## config.mk

```make
export PLATFORM = sky130hd
export DESIGN_NAME = hazard_ctrl_unit
export DESIGN_NICKNAME = d
export VERILOG_FILES = /design/src/rtl/hazard_ctrl_unit.sv
export SDC_FILE = /design/constraint.sdc
export NUM_CORES = 1
export LEC_CHECK = 0
export CAP_MARGIN = 20
export CORE_MARGIN = 2
export CORE_UTILIZATION = 27
export DETAILED_ROUTE_END_ITERATION = 16
export PLACE_DENSITY = 0.94
export REMOVE_ABC_BUFFERS = 1
export SETUP_SLACK_MARGIN = 0.15
export SLEW_MARGIN = 0
export SYNTH_ARGS = -nofsm -noshare
export SYNTH_HDL_FRONTEND = slang
export SYNTH_SLANG_ARGS = --single-unit
```

## constraint.sdc

```tcl
create_clock -name clk -period 2.15 [get_ports clk]
set_clock_uncertainty 0.15 [all_clocks]
set_input_delay 0.43 -clock clk [delete_from_list [all_inputs] [get_ports clk]]
set_output_delay 0.43 -clock clk [all_outputs]
set_load 0.05 [all_outputs]
```

## src/rtl/hazard_ctrl_unit.sv

```systemverilog
// Hazard unit for the 5-stage RISC-V pipeline: forwarding, load-use stall, branch flush and a
// multi-cycle data-memory wait FSM. Define HAZARD_PERF_EN to build the stall/flush cycle counters.
module hazard_ctrl_unit #(
  parameter int unsigned REG_ADDR_W  = 5,
  parameter int unsigned MEM_LATENCY = 1,
  parameter int unsigned CNT_W       = 32
) (
  input  logic                  clk,
  input  logic                  rst,
  input  logic [REG_ADDR_W-1:0] RS1_D,
  input  logic [REG_ADDR_W-1:0] RS2_D,
  input  logic [REG_ADDR_W-1:0] RS1_E,
  input  logic [REG_ADDR_W-1:0] RS2_E,
  input  logic [REG_ADDR_W-1:0] RD_E,
  input  logic                  ResultSrcE,
  input  logic                  PCSrcE,
  input  logic [REG_ADDR_W-1:0] RD_M,
  input  logic [REG_ADDR_W-1:0] RD_W,
  input  logic                  RegWriteM,
  input  logic                  RegWriteW,
  input  logic                  mem_req_m,
  output logic [1:0]            ForwardAE,
  output logic [1:0]            ForwardBE,
  output logic                  StallF,
  output logic                  StallD,
  output logic                  StallE,
  output logic                  StallM,
  output logic                  FlushD,
  output logic                  FlushE,
  output logic                  FlushW,
  output logic [CNT_W-1:0]      PerfStallCnt,
  output logic [CNT_W-1:0]      PerfFlushCnt
);

  localparam int unsigned     WcntW      = $clog2(MEM_LATENCY) + 1;
  localparam logic [WcntW-1:0] WcntLast  = WcntW'(MEM_LATENCY - 1);
  localparam bit              MultiCycle = (MEM_LATENCY > 1);

  typedef enum logic [0:0] {StIdle, StWait} state_e;

  state_e           state_q, state_d;
  logic [WcntW-1:0] wcnt_q, wcnt_d;
  logic             mem_stall;
  logic             lw_stall;
  logic             hit_m_a, hit_w_a, hit_m_b, hit_w_b;

  // Memory-wait FSM: state register
  always_ff @(posedge clk or negedge rst) begin
    if (!rst) begin
      state_q <= StIdle;
      wcnt_q  <= '0;
    end else begin
      state_q <= state_d;
      wcnt_q  <= wcnt_d;
    end
  end

  // Memory-wait FSM: next state
  always_comb begin
    state_d = state_q;
    wcnt_d  = wcnt_q;
    unique case (state_q)
      StIdle: begin
        if (mem_req_m && MultiCycle) begin
          state_d = StWait;
          wcnt_d  = WcntW'(1);
        end
      end
      StWait: begin
        if (wcnt_q == WcntLast) begin
          state_d = StIdle;
          wcnt_d  = '0;
        end else begin
          wcnt_d = wcnt_q + 1'b1;
        end
      end
      default: begin
        state_d = StIdle;
        wcnt_d  = '0;
      end
    endcase
  end

  // Memory-wait FSM: output; the last WAIT cycle releases so the access leaves M at that edge
  always_comb begin
    mem_stall = 1'b0;
    unique case (state_q)
      StIdle:  mem_stall = mem_req_m && MultiCycle;
      StWait:  mem_stall = (wcnt_q != WcntLast);
      default: mem_stall = 1'b0;
    endcase
  end

  always_comb begin
    hit_m_a  = RegWriteM && (RD_M != '0) && (RD_M == RS1_E);
    hit_w_a  = RegWriteW && (RD_W != '0) && (RD_W == RS1_E);
    hit_m_b  = RegWriteM && (RD_M != '0) && (RD_M == RS2_E);
    hit_w_b  = RegWriteW && (RD_W != '0) && (RD_W == RS2_E);
    lw_stall = ResultSrcE && (RD_E != '0) && ((RD_E == RS1_D) || (RD_E == RS2_D));
  end

  // Every control output is held at zero while reset is asserted, independent of the clock.
  always_comb begin
    ForwardAE = 2'b00;
    ForwardBE = 2'b00;
    StallF    = 1'b0;
    StallD    = 1'b0;
    StallE    = 1'b0;
    StallM    = 1'b0;
    FlushD    = 1'b0;
    FlushE    = 1'b0;
    FlushW    = 1'b0;
    if (rst) begin
      if (hit_m_a)      ForwardAE = 2'b10;
      else if (hit_w_a) ForwardAE = 2'b01;
      if (hit_m_b)      ForwardBE = 2'b10;
      else if (hit_w_b) ForwardBE = 2'b01;

      if (mem_stall) begin
        // Whole pipe frozen; branch and load-use decisions wait for the release.
        StallF = 1'b1;
        StallD = 1'b1;
        StallE = 1'b1;
        StallM = 1'b1;
        FlushW = 1'b1;
      end else begin
        FlushD = PCSrcE;
        FlushE = PCSrcE || lw_stall;
        StallF = lw_stall && !PCSrcE;
        StallD = lw_stall && !PCSrcE;
      end
    end
  end

`ifdef HAZARD_PERF_EN
  logic [CNT_W-1:0] stall_cnt_q, flush_cnt_q;

  always_ff @(posedge clk or negedge rst) begin
    if (!rst) begin
      stall_cnt_q <= '0;
      flush_cnt_q <= '0;
    end else begin
      if (StallF && (stall_cnt_q != '1)) stall_cnt_q <= stall_cnt_q + 1'b1;
      if (FlushD && (flush_cnt_q != '1)) flush_cnt_q <= flush_cnt_q + 1'b1;
    end
  end

  assign PerfStallCnt = stall_cnt_q;
  assign PerfFlushCnt = flush_cnt_q;
`else
  assign PerfStallCnt = '0;
  assign PerfFlushCnt = '0;
`endif

endmodule
```

==> metrics.md <==
| Metric | Value |
|---|---|
| Rows | 21 |
| Port bufs | 48 |
| Worst EP required | 1570 ps |
| Setup violations, final | 7 |
| Syn Area/Cell | 7.69 sq um |
| Hpwl dp | 2.04 mm |
| Worst vdd ir | 212 uV |
| Core area | 3360 sq um |
| Commonest non-fill, non-tap cell in the layout | conb_1 |
| Cell internal pwr | 0.113 mW |
| Sequential fraction of the synthesis area | 0% |
| Period utilization | 114% |
| Post-Syn Area | 946 sq um |
| Hold Crit Depth | 5 |
| Status | complete, but fails checks |
| CP max FO | 2 |
| ANT nets after route | 0 |
| Comb power frac | 100.0% |
| Net Sw Power | 0.349 mW |
| Hold_ws | 1310 ps |
| Share of layout cells above drive strength 1 | 33.3% |
| WL/cell | 10.2 um |
| Cells after synthesis | 123 |
| P&R area growth vs syn | 56.6% |
| Final hold vios | 0 |
| RSZ-0062 raised after global routing | yes |
| Vias per inst | 3.59 |
| Global-route wire length before repair | 3.53 mm |
| HP Class | primary input to output port |
| Register Area | 0 sq um |
| Placer congestion estimate | 0.785 |
| 1st-iter DRT viols | 7 |
| Clk pwr share | 0% |
| DRT Pass-1 Iters | 2 |
| CP max stage cell | or4_4 |
| Pwr Density | 311 nW/um^2 |
| Die width | 63.2 um |
| Cell depth of the worst setup path | 7 |
| Buf+Inv Stages, Crit Path | 4 |
| Placed instance area | 1390 sq um |
| Seq cells | 0 |
| Sequential Power Share | 0% |
| Final WL | 2.39 mm |
| Die Height | 63.2 um |
| CP endpoint kind | output port |
| Fin util | 44.0% |
| Final min period | 2450 ps |
| Max Cap Viol | 0 |
| DRC violations left | 0 |
| Most frequent CP cell | buf_6 |
| Setup WS post-layout | -296 ps |
| Largest net degree at the start of global routing | 5 |
| Max Freq | 409 MHz |
| Sw Share | 75.6% |
| Post-route cell area | 1480 sq um |
| Starting Density | 28.1% |
| Clock Buffer Count | 0 |
| Vias in the first global route | 842 |
| Failing checks | negative setup slack |
| Total track usage | 10.7% |
| Vias | 844 |
| Critical Path AT | 1870 ps |
| Synthesis Warnings | 0 |
| Cell leakage power | 0.766 nW |
| Critical path, cell by cell | buf_6 > buf_6 > xor2_1 > or4_4 > nor4_2 > buf_4 > buf_12 |
| Most used cells in the layout excluding fill and tap cells | conb_1 (67), xor2_1 (24), buf_4 (20) |
| Nets | 233 |
| Fin. max-slew vios | 0 |
| Grt ovf | 0 |
| Netlist cell types | 16 |
| N_diodes | 0 |
| Final total power | 0.461 mW |
| Die area | 3990 sq um |
| I/O pins | 117 |
| CP top delay family | simple AND/OR/NAND/NOR gates |
| CP startpoint kind | primary input |
| Post-route setup TNS | -1250 ps |
| Slowest stage delay, CP | 540 ps |
| Initial antenna violation count | 0 |
| Cts hold-fix bufs | 0 |
| CP Class | primary input to output port |
==> metrics by stage <==
stage          setup WS [ps]  cells
2_1_floorplan          -1370    121
3_3_place_gp            -650    229
3_5_place_dp            -663    229
4_1_cts                 -311    235
5_1_grt                 -349    235
6_report                -296    235
==> power groups by stage <==
stage | registers, mW | clock network [mW] | logic, mW
6_report | 0 | 0 | 0.461
5_1_grt | 0 | 0 | 0.482
4_1_cts | 0 | 0 | 0.458
3_5_place_dp | 0 | 0 | 0.449
3_3_place_gp | 0 | 0 | 0.444
2_1_floorplan | 0 | 0 | 0.317
==> timing repair <==
action                                  4_1_cts  5_1_grt
endpoints found under the setup margin        8        7
gates resized for setup                     107        7
pin swaps                                    29        9
setup buffers                                 6        0
==> cell families (layout without fill, tap and decap cells) <==
group                     count (synthesis)  in the layout  share of synthesized area [%]
other                                     1             67                          0.396
AOI/OAI and AO/OA                         5              5                           4.10
and+or+nand+nor                          19             19                           13.8
xor gates and xnor gates                 30             30                           27.8
buffers and inverters                    68             68                           54.0
==> synth_stat cells <==
master | count | share of area, %
o21ai_2 | 1 | 0.93
or4_1 | 4 | 3.2
and2_1 | 3 | 2.0
o21bai_1 | 1 | 0.79
o211ai_1 | 2 | 1.6
buf_4 | 68 | 54
xnor2_1 | 6 | 5.6
a22oi_1 | 1 | 0.79
nor4_1 | 2 | 1.3
or4_4 | 1 | 1.2
nand3_1 | 2 | 1.1
nor2_1 | 2 | 0.79
conb_1 | 1 | 0.40
xor2_1 | 24 | 22
nor3_1 | 3 | 1.6
nor4_2 | 2 | 2.6
==> layout make-up <==
cell class	instances	area, sq um
fill	340	1880
multi-input combinational	121	766
timing repair buffer	68	658
tap	46	57.6
==> path summary, 6_finish.rpt <==
path,start,endpoint,slack [ps]
max,RD_W[1],ForwardAE[0],-300
min,RD_W[4],ForwardBE[0],1310
==> metal layers <==
metal | global-route usage [%] | part of all wire [%]
met5 | 0 | 0
met4 | 1.09 | 0.96
met3 | 1.07 | 11
met2 | 24.9 | 57
met1 | 9.81 | 30
==> worst min-delay path, stage by stage <==
cell and delay, ps:
buf_2 120, xor2_1 140, or4_4 160, nor4_4 50, buf_12 130
No activity file was read; power rests on OpenSTA's default activity.
